**src/rtl/control_contador.sv**
```systemverilog
// control_contador: sequences clear, prescaled enables and completion for an 8-bit up-counter
module control_contador #(
    parameter int PRESC_W = 8
) (
    input  logic               clk,
    input  logic               rst,
    input  logic               cfg_valid,
    output logic               cfg_ready,
    input  logic [7:0]         cfg_limit,
    input  logic [PRESC_W-1:0] cfg_presc,
    input  logic               cfg_reload,
    input  logic               start,
    input  logic               stop,
    input  logic [7:0]         cnt_value,
    input  logic               cnt_cout,
    output logic               cnt_enable,
    output logic               cnt_clr_n,
    output logic               busy,
    output logic               done,
    output logic               overflow_err
);
    typedef enum logic [3:0] {
        IDLE  = 4'b0001,
        CLEAR = 4'b0010,
        RUN   = 4'b0100,
        DONE  = 4'b1000
    } state_t;

    state_t             state, state_next;
    logic [7:0]         limit_reg;
    logic [PRESC_W-1:0] presc_reg, presc_cnt;
    logic               reload_reg;
    logic               at_limit, accept;

    assign at_limit = cnt_value == limit_reg;
    assign accept   = cfg_valid && cfg_ready;

    // next state and control outputs; stop overrides everything except the done pulse
    always_comb begin
        state_next = state;
        cfg_ready  = state == IDLE;
        busy       = state != IDLE;
        done       = state == DONE;
        cnt_enable = state == RUN && presc_cnt == presc_reg && !at_limit && !stop;
        case (state)
            IDLE:    state_next = start ? CLEAR : IDLE;
            CLEAR:   state_next = stop ? IDLE : RUN;
            RUN:     state_next = stop ? IDLE : (at_limit ? DONE : RUN);
            DONE:    state_next = (reload_reg && !stop) ? CLEAR : IDLE;
            default: state_next = IDLE;
        endcase
    end

    // state register; clear is registered from next state so it comes straight off a flop
    always_ff @(posedge clk) begin
        if (!rst) begin
            state     <= IDLE;
            cnt_clr_n <= 1'b1;
        end else begin
            state     <= state_next;
            cnt_clr_n <= state_next != CLEAR;
        end
    end

    // configuration latch, taken only while idle
    always_ff @(posedge clk) begin
        if (!rst) begin
            limit_reg  <= 8'hFF;
            presc_reg  <= '0;
            reload_reg <= 1'b0;
        end else if (accept) begin
            limit_reg  <= cfg_limit;
            presc_reg  <= cfg_presc;
            reload_reg <= cfg_reload;
        end
    end

    // prescaler restarts on clear and after every issued enable
    always_ff @(posedge clk) begin
        if (!rst)
            presc_cnt <= '0;
        else if (state == CLEAR || cnt_enable)
            presc_cnt <= '0;
        else if (state == RUN)
            presc_cnt <= presc_cnt + 1'b1;
    end

    // sticky carry flag, cleared by a newly accepted configuration
    always_ff @(posedge clk) begin
        if (!rst)
            overflow_err <= 1'b0;
        else if (accept)
            overflow_err <= 1'b0;
        else if (busy && cnt_cout)
            overflow_err <= 1'b1;
    end
endmodule

```
**config.mk**
```make
export PLATFORM = sky130hd
export DESIGN_NAME = control_contador
export DESIGN_NICKNAME = d
export VERILOG_FILES = /design/src/rtl/control_contador.sv
export SDC_FILE = /design/constraint.sdc
export NUM_CORES = 1
export LEC_CHECK = 0
export ABC_AREA = 1
export ABC_CLOCK_PERIOD_IN_PS = 1800
export CORE_MARGIN = 4
export CORE_UTILIZATION = 45
export CTS_CLUSTER_DIAMETER = 200
export DETAILED_ROUTE_END_ITERATION = 8
export HOLD_SLACK_MARGIN = 0.1
export PLACE_DENSITY_LB_ADDON = 0.1
export SETUP_SLACK_MARGIN = 0.3
export SLEW_MARGIN = 5
export SYNTH_ARGS = -nofsm -noshare
export SYNTH_HDL_FRONTEND = slang
export SYNTH_SLANG_ARGS = --single-unit
```
**constraint.sdc**
```tcl
create_clock -name clk -period 1.8 [get_ports clk]
set_input_delay 0.36 -clock clk [delete_from_list [all_inputs] [get_ports clk]]
set_output_delay 0.36 -clock clk [all_outputs]
set_load 0.1 [all_outputs]
```
==> results of run 1 <==
==> cells by family (layout without fill, tap and decap cells) <==
group,after synthesis,count (layout),share of synthesized area (%)
AOI/OAI and AO/OA,23,23,8.796
xor gates and xnor gates,12,12,6.656
adders and majority gates,1,1,0.7923
buffers and inverters,36,92,9.904
DFF,31,31,39.30
and+or+nand+nor,116,116,34.55
==> final timing paths <==
path                                   start            to  slack [ns]  cells after the start
worst min register to register  presc_reg[5]  presc_reg[5]        0.45                      2
worst max register to register  presc_cnt[0]  presc_cnt[4]        0.42                      8
worst min-delay path            presc_reg[5]  presc_reg[5]        0.45                      2
worst max-delay path            presc_cnt[4]    cnt_enable       -0.06                      9
==> per-layer routing <==
metal	global-route usage, %	vias to the layer above	share of wire [%]
met2	28.59	28	49
met5	0	-	0
met1	22.87	656	46
met3	3.993	6	3.9
li1	-	782	-
met4	7.595	0	1.7
==> area by class of cell <==
type / count / area, µm²
Tap cell: 46 / 57.56
Inverter: 32 / 145.1
Clock inverter: 2 / 35.03
Timing Repair Buffer: 52 / 538.0
Fill cell: 310 / 1047
Clock buffer: 6 / 51.30
Sequential cell: 31 / 648.1
Multi-Input combinational cell: 152 / 840.8
==> metrics by stage <==
stage	setup WS, ns	cell area [µm²]	TNS [ns]
6_report	-0.06202	2316	-0.06202
5_1_grt	-0.1850	2316	-0.1850
4_1_cts	-0.09020	2240	-0.09020
3_5_place_dp	-0.2167	2083	-0.2167
3_3_place_gp	-0.2007	2083	-0.2007
2_1_floorplan	0.1886	1607	0
==> report_power, final <==
| part | switching, mW | internal [mW] |
|---|---|---|
| clock | 0.251 | 0.328 |
| combinational | 0.259 | 0.212 |
| sequential | 0.0356 | 0.736 |
==> cells in the mapped netlist (3+ instances only) <==
library cell	instances
o21ai_0	7
nand2_1	66
o21ai_2	3
a21oi_1	9
nor3_1	3
a21oi_2	3
xor2_1	4
nor2_1	19
inv_1	28
nand2_4	3
nand3_1	11
nor2_2	4
dfxtp_1	31
xnor2_1	8
==> repair_timing <==
item                                   in CTS  in global routing
gates resized for setup                    25                 25
setup endpoints to repair                   4                  4
endpoints found under the hold margin       0                  0
gates cloned                                0                  0
buffers inserted                            8                  4
pin swaps                                  20                 11
==> tightest hold or removal path, delay by kind of cell (launching register included) <==
family,cells,cell delay [ns]
AOI/OAI and AO/OA,1,0.04
buffers and inverters,1,0.05
DFF,1,0.33
==> layout by cell type, fill, tap and decap left out, drive strengths merged <==
cell / synthesis / routed
a21oi: 12 / 12
buf: 3 / 22
bufinv: 0 / 1
clkbuf: 1 / 6
clkdlybuf4s50: 0 / 22
clkinv: 0 / 1
clkinvlp: 0 / 2
dfxtp: 31 / 31
dlygate4sd2: 0 / 8
ha: 1 / 1
inv: 32 / 30
nand2: 71 / 71
nand3: 13 / 13
nand4: 2 / 2
nor2: 24 / 24
nor3: 5 / 5
nor3b: 1 / 1
o21ai: 10 / 10
o22ai: 1 / 1
xnor2: 8 / 8
xor2: 4 / 4
==> reports/summary.md, run 1 <==
The smallest clock period supported by the final layout is computed as 1.862 ns. For the count of H-tree levels built during CTS, the log shows 2. The flow ran to the end, but the final reports show violations. Buffers inserted to repair hold after CTS numbered 0. The first global-routing pass estimated 6.065 mm of wire. The area added between synthesis and finish came out at 46.67%. The post-route netlist has 33.09% of its cells at a drive strength greater than 1. The count of final hold-check violations is 0, and the number of enable flip-flop cells after synthesis is 0.

The area of the die is 0.004521 mm², and the clock transition at the registers of the reported paths is 0.10 ns. The detailed router placed 1472 vias in this run. The root buffer cell chosen for the clock tree is clkbuf_4. The cell total after placement is 301. At the pin with the least slew margin, the transition time is 0.2759 ns. The final critical path takes up 103.4% of the cycle. The number of buffers between clock root and the deepest sink is 2. The number of global-route vias before repair is 1421, and the maximum vdd drop is 470.2 µV. For this block, the initial DRC count from the detailed router was 38. Dividing the detail-routed via count by the number of cells gives 4.586.

Setup repair after global routing could not meet its margin everywhere. The horizontal die dimension was 67.24 µm. Max-cap violations in this run came to 0.

STA puts the critical path data required time at 1.44 ns. The number of primary I/O pins was 37; the share of the core filled with cells in the final layout was 68.86%. The source-to-sink clock delay at the later pin of the worst-skew pair was 0.33 ns; the maximum net fanout on the critical path was 3. The routed wire length was 3.513 mm; the number of buffers and inverters on the critical path was 3. The placeable core region was 0.003363 mm²; the count of non-filler cells in the finished layout was 321.

Flop and latch count out of synthesis: 31. After detailed routing, the number of remaining DRC violations is 0. The power per standard cell area was 786.5 mW/mm²; the largest clock skew in the final design was 0.004204 ns. STA classifies the critical path startpoint as a flop. The share of the Yosys chip area taken by registers is 39.30%.

The class of the most critical hold timing path is flop to flop. The chip height was 67.24 µm. In the synthesized netlist the async set-or-reset flop fraction comes to 0%.

The most used flip-flop cell after synthesis is dfxtp_1. The number of placement rows was 21; the quantity of I/O buffers inserted on ports was 36. The analysis attributes to cell leakage a power of 1.014 nW. Among all stages on the critical path, the largest delay is contributed by dfxtp_2. The critical path in this run is classified as flop to primary output. Diode insertion count for antenna repair: 0. The final reports fail on setup timing. The tree built by TritonCTS fans out to 31 sinks. The critical path goes through inv_2 > nand2_2 > nand2_2 > nor2_2 > nand2_1 > nor2_2 > nand3_2 > clkinvlp_4 > buf_12. The HPWL after detailed placement is 2.443 mm. The area fraction of the dominant cell type after synthesis is 39.30%. The logs give 0.001579 mm² for the total standard cell area after synthesis and 17.81% for the global-route usage over all layers.

The worst setup path is captured at a primary output. Yosys printed 0 warnings. The arrival time reported for the critical path endpoint was 1.50 ns; the count of endpoints failing setup in the final report was 1. The number of nets handed over by synthesis was 251. The final layout contains 306 nets. For the minimum setup slack in the final design, the log shows -0.06202 ns.

After synthesis, the cell types taking the most area are dfxtp_1 (39%), nand2_1 (16%), inv_1 (6.7%), nor2_1 (4.5%), xnor2_1 (4.4%). The kind of cell adding the most delay to the critical path is simple AND/OR/NAND/NOR gates. The pre-antenna-repair detailed-routing pass consisted of 4 iterations.

Of all cell types, the one taking the most synthesized area is dfxtp_1. Once the floorplan was initialized, standard cells occupied 46.95% of the core. Summing internal, switching and leakage power gives 1.821 mW. A synthesized cell averages 7.210 µm². The number of buffers added by the clock tree synthesis step was 5. At the end of routability-driven placement, the weighted congestion stood at 0.8019.

The count of nets left with antenna violations once routing finished came out at 0. The pin count of the biggest net entering global routing is 27. For the number of antenna violations at the first check in global routing, the log shows 0.

In the synthesized netlist, the number of instances is 219. The hold slack was 0.4533 ns; the peak clock frequency supported by timing was 537.1 MHz. Yosys mapped the design onto 29 distinct sky130hd cell types. TritonCTS built the clock tree. In this run the tightest slew margin relative to its limit is 81.50%.

The number of slew-limit violations in the final report is 0, and the average wire per cell in the routed design is 10.94 µm. After global routing the overflow that remains totals 0. In this design, the stage delay of the slowest critical-path cell is 0.36 ns.
Power figures use the tool's default switching activity.
==> run 2: changes to the inputs <==
Settings changed: TNS_END_PERCENT set to 30.
==> run 2 against run 1 <==
The flow still finishes with violations (setup timing). Fmax shrank 2.3%. Non-clock buffer count is 2 lower. Clock-buffer cell count increased by 2. Register-to-register slack hardly changed. Via count rose by 2.0%. Clock power down 19%. Global-route usage decreased by 0.63 points. Sequential share of layout area rose by 0.54 points. Hold slack improved by 0.0044 ns. Worst setup slack got worse by 0.044 ns. First-iteration DRC count is the same. Sequential cell count stayed put.
==> reports/summary.md, run 2 (synthesis results as in run 1) <==
The class of the most critical hold timing path was flop to flop (unchanged). The area added between synthesis and finish was 45.01% (was 46.67%). Final period utilization: 105.9% (was 103.4%). Count of endpoints failing setup in the final report: 1 (unchanged). The root buffer cell was clkbuf_4 (unchanged). The number of placement rows is 21 (unchanged). The diode insertion count for antenna repair was 0 (unchanged).

The run gives 37 (unchanged) as the number of primary I/O pins. The source-to-sink clock delay at the later pin of the worst-skew pair was 0.34 ns (was 0.33 ns); the clock transition at the registers of the reported paths was 0.09 ns (was 0.10 ns). The tools report the maximum vdd drop as 431.5 µV (was 470.2 µV). The arrival time reported for the critical path endpoint is 1.55 ns (was 1.50 ns).

The setup TNS after final layout was -0.1061 ns (was -0.06202 ns). The run finished, with violations left. The reported leakage power is 0.9983 nW (was 1.014 nW). The effective utilization at floorplan came out at 46.95% (unchanged). The maximum net fanout on the critical path came out at 6 (was 3). The share of the core filled with cells in the final layout was 68.08% (was 68.86%); the first-pass iteration count of the detailed router was 4 (unchanged).

Violations in the final reports: setup timing (unchanged). The logs give 0 (unchanged) for the number of slew-limit violations in the final report and 2 (unchanged) for the number of buffers between clock root and the deepest sink. The pin count of the biggest net entering global routing was 27 (unchanged). TritonCTS built the clock tree. The net switching power is 526.0 µW (was 545.5 µW), and the post-layout minimum cycle time is 1.906 ns (was 1.862 ns). The run gives 0.004521 mm² (unchanged) as the area of the die.

The global-route usage over all layers is 17.18% (was 17.81%), and the count of non-filler cells in the finished layout is 319 (was 321). First-pass GRT wire length: 5.851 mm (was 6.065 mm). Number of buffers added by the clock tree synthesis step: 5 (unchanged). The peak clock frequency supported by timing is 524.6 MHz (was 537.1 MHz), and the placeable core region is 0.003363 mm² (unchanged). The run gives 1502 (was 1472) as the via count. The power per standard cell area came out at 739.2 mW/mm² (was 786.5 mW/mm²). The number of nets in the layout came out at 304 (was 306). The tools report the kind of launch point of the worst setup path as a flop (unchanged). The tools report the share of total power in combinational logic as 26.7% (was 25.8%). Slew at the pin with the worst max-slew slack: 0.2566 ns (was 0.2759 ns). The leading cell type in the layout, fill and taps excluded was nand2_1 (unchanged). The share of final-layout standard cells stronger than drive strength 1 came out at 30.77% (was 33.09%).

For the proportion of power drawn by flip-flops and latches, the log shows 45.6% (was 42.4%). Top library cells by usage in the layout, fill and taps aside: nand2_1 (66), clkdlybuf4s50_1 (22), inv_1 (18) (was nand2_1 (64), clkdlybuf4s50_1 (22), inv_1 (16), dfxtp_2 (16), buf_4 (16)). The initial detailed-routing violation count was 38 (unchanged); the number of nets with antenna violations after routing was 0 (unchanged). The quantity of I/O buffers inserted on ports works out to 36 (unchanged). The remaining max-slew budget at the tightest pin is 82.80% (was 81.50%), and the HPWL after detailed placement is 2.465 mm (was 2.443 mm).

Largest clock skew in the final design: 0.003832 ns (was 0.004204 ns). Count of max-cap constraint violations: 0 (unchanged). The logs give 0 (unchanged) for the quantity of hold-fixing buffers added after cts and 300 (was 301) for the cell total after placement. The tools report the design internal power as 1.167 mW (was 1.276 mW). Setup repair after global routing could not meet its margin everywhere. The count of H-tree levels built during CTS came out at 2 (unchanged).

The leftover overflow at the end of global routing is 0 (unchanged). The count of final hold-check violations is 0 (unchanged). Chip height: 67.24 µm (unchanged). The tools report the nature of the critical path endpoint as a primary output (unchanged). The weighted congestion at the end of routability-driven global placement is 0.8358 (was 0.8019). The path type of the worst setup path is flop to primary output (unchanged). The DRC violation count after routing was 0 (unchanged); the number of antenna violations at the first check in global routing was 0 (unchanged). The switching portion of total power was 31.08% (was 29.95%); the horizontal die dimension was 67.24 µm (unchanged). The logs give 1.44 ns (about the same) for the required time of the worst setup path and 1458 (was 1421) for the number of global-route vias before repair.

The routed wire length came out at 3.461 mm (was 3.513 mm). The minimum setup slack in the final design is -0.1061 ns (was -0.06202 ns), and the hold slack is 0.4578 ns (was 0.4533 ns). The average wire per cell in the routed design works out to 10.85 µm (was 10.94 µm). The part of the total power dissipated in the clock network was 27.7% (was 31.8%); the detail-routed via count per cell was 4.708 (was 4.586). Clock sink count: 31 (unchanged).
-- run 2: final cells by class --
class	count	area, µm²
fill	314	1074
multi-input combinational	152	838.3
sequential	31	653.1
timing repair buffer	50	526.8
inverter	32	145.1
clock buffer	8	68.82
tap	46	57.56
-- run 2: path summary, 6_finish.rpt --
| path | startpoint | endpoint | slack [ns] | cells after the start |
|---|---|---|---|---|
| max | state[2] | cnt_enable | -0.11 | 7 |
| max reg2reg | state[2] | presc_cnt[5] | 0.43 | 8 |
| min reg2reg | presc_reg[5] | presc_reg[5] | 0.46 | 2 |
| min | presc_reg[5] | presc_reg[5] | 0.46 | 2 |
-- run 2: power by group through the flow --
stage | clock network [mW] | registers (mW) | logic (mW)
global route | 0.513 | 0.778 | 0.493
global placement | 0 | 0.781 | 0.436
CTS | 0.488 | 0.770 | 0.443
finish | 0.469 | 0.772 | 0.452
floorplan | 0 | 0.800 | 0.270
detailed placement | 0 | 0.782 | 0.438
-- run 2: critical path, stage by stage (launching register included) --
cell,delay (ns)
dfxtp_1,0.39
inv_2,0.08
nor2_4,0.11
nand2_4,0.09
nor2_2,0.12
nand3_2,0.13
clkinvlp_4,0.11
buf_12,0.17
-- run 2: per-layer routing --
layer	global-route usage, %	up-vias	routed length [µm]
met5	0	-	0
met4	9.114	0	78
met3	4.992	8	152
met2	29.33	26	1698
met1	19.22	683	1531
li1	-	785	-
-- run 2: stage by stage --
stage | setup WS [ns] | cell area (µm²) | total power [mW]
3_3_place_gp | -0.2213 | 2076 | 1.217
2_1_floorplan | 0.1886 | 1607 | 1.070
6_report | -0.1061 | 2290 | 1.693
5_1_grt | -0.1953 | 2290 | 1.784
4_1_cts | -0.1222 | 2243 | 1.702
3_5_place_dp | -0.2245 | 2076 | 1.220
-- run 2: what timing repair did --
item / in CTS / in global routing
buffers inserted: 8 / 3
hold endpoints to repair: 0 / 0
resized for setup: 36 / 11
pin swaps: 20 / 8
setup endpoints to repair: 4 / 5
==> run 3: changes to the inputs <==
Settings changed: PLACE_DENSITY set to 0.7, PLACE_DENSITY_LB_ADDON 0.1 to unset.
==> run 3 against run 2 <==
The run still ends with setup timing left. Global-route usage is 0.31 points higher. Clock skew increased by 0.0070 ns. Register-to-register slack worse by 0.38 ns. Die area did not move. Clock power is 17% lower. Non-clock buffer count unchanged. Critical path type unchanged.
==> reports/summary.md, run 3 (synthesis results as in run 1) <==
Violations in the final reports: setup timing (unchanged). Slew at the pin with the worst max-slew slack: 0.2766 ns (was 0.2566 ns). Number of nets in the layout: 304 (unchanged).

For the first-pass iteration count of the detailed router, the log shows 4 (unchanged). The tools report the worst min-delay path endpoint as reload_reg (was presc_reg[5]). Initial detailed-routing violation count: 59 (was 38). The kind of launch point of the worst setup path is a flop (unchanged). The tools report the number of buffers added by the clock tree synthesis step as 5 (unchanged). TritonCTS built the clock tree. The nature of the critical path endpoint is a primary output (unchanged).

Startpoint of the lowest-slack register-to-register path: presc_cnt[5] (was state[2]). Number of buffers and inverters on the critical path: 3 (unchanged). The launch point of the worst hold path is reload_reg (was presc_reg[5]).

The logs give 0.9984 nW (was 0.9983 nW) for the reported leakage power and 2 (unchanged) for the number of buffers between clock root and the deepest sink. For the number of nets with antenna violations after routing, the log shows 0 (unchanged). Critical path, cell by cell: inv_1 > nand2_1 > nand2_1 > nor2_1 > nand2_1 > nor2_2 > nand3_2 > clkinvlp_4 > buf_12 (was inv_2 > nor2_4 > nand2_4 > nor2_2 > nand3_2 > clkinvlp_4 > buf_12). The tools report the number of primary I/O pins as 37 (unchanged). The first-pass GRT wire length was 5.871 mm (was 5.851 mm); the global-route usage over all layers was 17.50% (was 17.18%). The path depth of the worst reg2reg path works out to 13 (was 8). The path type of the worst setup path was flop to primary output (unchanged). The cell count of the worst hold path works out to 2 (unchanged). The tools report the register-to-register setup slack as 0.05 ns (was 0.43 ns).

The leading cell type in the layout, fill and taps excluded is nand2_1 (unchanged). The maximum vdd drop was 468.2 µV (was 431.5 µV); the largest clock skew in the final design was 0.01082 ns (was 0.003832 ns). The run gives 0 (unchanged) as the number of antenna violations at the first check in global routing. Start point of the critical path: presc_cnt[6] (was state[2]). The net switching power is 515.4 µW (was 526.0 µW). The minimum setup slack in the final design came out at -0.1082 ns (was -0.1061 ns). The via count was 1457 (was 1502). The number of slew-limit violations in the final report is 0 (unchanged), and the clock transition at the registers of the reported paths is 0.10 ns (was 0.09 ns).

For the HPWL after detailed placement, the log shows 2.529 mm (was 2.465 mm). The detail-routed via count per cell works out to 4.567 (was 4.708). The tools report the placeable core region as 0.003363 mm² (unchanged). The run gives 46.95% (unchanged) as the effective utilization at floorplan. The kind of cell adding the most delay to the critical path was simple AND/OR/NAND/NOR gates (unchanged). The area of the die came out at 0.004521 mm² (unchanged).

The tools report the clock sink count as 31 (unchanged). Setup repair after global routing could not meet its margin everywhere. The average wire per cell in the routed design was 11.32 µm (was 10.85 µm).

The delay of the slowest cell on the worst path came out at 0.36 ns (was 0.39 ns). The design internal power was 1.070 mW (was 1.167 mW); the count of H-tree levels built during CTS was 2 (unchanged). The power per standard cell area is 707.3 mW/mm² (was 739.2 mW/mm²). The routed wire length came out at 3.610 mm (was 3.461 mm). The flow ran to the end, but the final reports show violations.

The share of final-layout standard cells stronger than drive strength 1 came out at 26.01% (was 30.77%). The layout filler cell count was 328 (was 314); the post-route cell area was 0.002241 mm² (was 0.002290 mm²). The tools report the peak clock frequency supported by timing as 524.1 MHz (was 524.6 MHz). The tools report the part of the total power dissipated in the clock network as 24.5% (was 27.7%). The register cell area after layout is 639.4 µm² (was 653.1 µm²), and the quantity of I/O buffers inserted on ports is 36 (unchanged).

The post-layout minimum cycle time works out to 1.908 ns (was 1.906 ns). Top library cells by usage in the layout, fill and taps aside: nand2_1 (66), inv_1 (22), clkdlybuf4s50_1 (22) (was nand2_1 (66), clkdlybuf4s50_1 (22), inv_1 (18)). The critical register-to-register path endpoint is presc_cnt[7] (was presc_cnt[5]).

The weighted congestion at the end of routability-driven global placement was 0.7963 (was 0.8358); the horizontal die dimension was 67.24 µm (unchanged). Arrival time reported for the critical path endpoint: 1.55 ns (about the same). The class of the most critical hold timing path is flop to flop (unchanged). The switching portion of total power came out at 32.51% (was 31.08%). The most frequent cell on the critical path is nand2_1. The run gives 0 (unchanged) as the count of final hold-check violations. The source-to-sink clock delay at the later pin of the worst-skew pair is 0.34 ns (about the same). The maximum net fanout on the critical path works out to 3 (was 6).

The setup TNS after final layout was -0.1082 ns (was -0.1061 ns). The final period utilization came out at 106.0% (was 105.9%). For the instance area after placement, the log shows 0.002076 mm² (unchanged). For the DRC violation count after routing, the log shows 0 (unchanged). The tools report the multi-input gate area in the final layout as 835.8 µm² (was 838.3 µm²).

The count of max-cap constraint violations was 0 (unchanged); the proportion of power drawn by flip-flops and latches was 48.2% (was 45.6%). The root buffer cell is clkbuf_4 (unchanged). Pin count of the biggest net entering global routing: 27 (unchanged). The chip height works out to 67.24 µm (unchanged). The logs give 66.63% (was 68.08%) for the share of the core filled with cells in the final layout and 1 (unchanged) for the count of endpoints failing setup in the final report.

The tools report the diode insertion count for antenna repair as 0 (unchanged). The area added between synthesis and finish is 41.92% (was 45.01%). Master of the slowest instance on the critical path: dfxtp_2 (was dfxtp_1).

The tools report the share of total power in combinational logic as 27.3% (was 26.7%). The logs give 81.46% (was 82.80%) for the remaining max-slew budget at the tightest pin and 21 (unchanged) for the number of placement rows. The tools report the number of global-route vias before repair as 1377 (was 1458).

The required time of the worst setup path is 1.44 ns (about the same), and the leftover overflow at the end of global routing is 0 (unchanged).
## run 3: per-stage QoR
stage | hold slack, ns | cells | setup WS [ns] | total power, mW
6_report | 0.4730 | 319 | -0.1082 | 1.585
5_1_grt | 0.4853 | 319 | -0.2022 | 1.673
4_1_cts | 0.4734 | 319 | -0.1143 | 1.604
3_5_place_dp | 0.4577 | 300 | -0.2342 | 1.223
3_3_place_gp | 0.4531 | 300 | -0.2081 | 1.218
2_1_floorplan | 0.4435 | 219 | 0.1886 | 1.070
## run 3: worst reg2reg max path: stages (launching register included)
cell and delay (ns):
dfxtp_2 0.37, inv_2 0.04, buf_4 0.12, buf_4 0.13, buf_4 0.12, buf_4 0.13, buf_4 0.13, buf_4 0.14
nor3_4 0.12, nand2_1 0.07, nand2_1 0.07, nand2_1 0.05, a21oi_2 0.11, nor2_1 0.06
## run 3: timing repair
action / 4_1_cts / 5_1_grt
pin swaps: 18 / 5
hold buffers: 0 / 0
buffers inserted: 11 / 0
resized for setup: 25 / 5
endpoints found under the hold margin: 0 / 0
endpoints found under the setup margin: 4 / 6
## run 3: layout make-up
| class | instances | area share, % |
|---|---|---|
| Clock buffer | 7 | 2.010 |
| Clock inverter | 1 | 0.2233 |
| Inverter | 32 | 6.365 |
| Multi-Input combinational cell | 152 | 37.30 |
| Sequential cell | 31 | 28.53 |
| Tap cell | 46 | 2.568 |
| Timing Repair Buffer | 50 | 23.00 |
## run 3: power groups by stage
stage / clock network, mW / registers, mW / logic, mW
2_1_floorplan: 0 / 0.800 / 0.270
3_3_place_gp: 0 / 0.782 / 0.436
3_5_place_dp: 0 / 0.782 / 0.441
4_1_cts: 0.401 / 0.765 / 0.437
5_1_grt: 0.429 / 0.769 / 0.475
6_report: 0.389 / 0.764 / 0.433
## run 3: how the worst max path moves through the flow
stage	endpoint	cells past startpoint
6_report	cnt_enable	9
5_1_grt	cnt_enable	9
4_1_cts	cnt_enable	9
3_5_place_dp	cnt_enable	8
3_3_place_gp	cnt_enable	8
2_1_floorplan	presc_reg[4]	7
## run 3: per-layer routing
layer	up-vias	wire, µm	GRT usage [%]
met4	0	84	9.114
met5	-	0	0
met1	646	1632	21.27
li1	782	-	-
met3	8	103	2.995
met2	21	1790	29.45
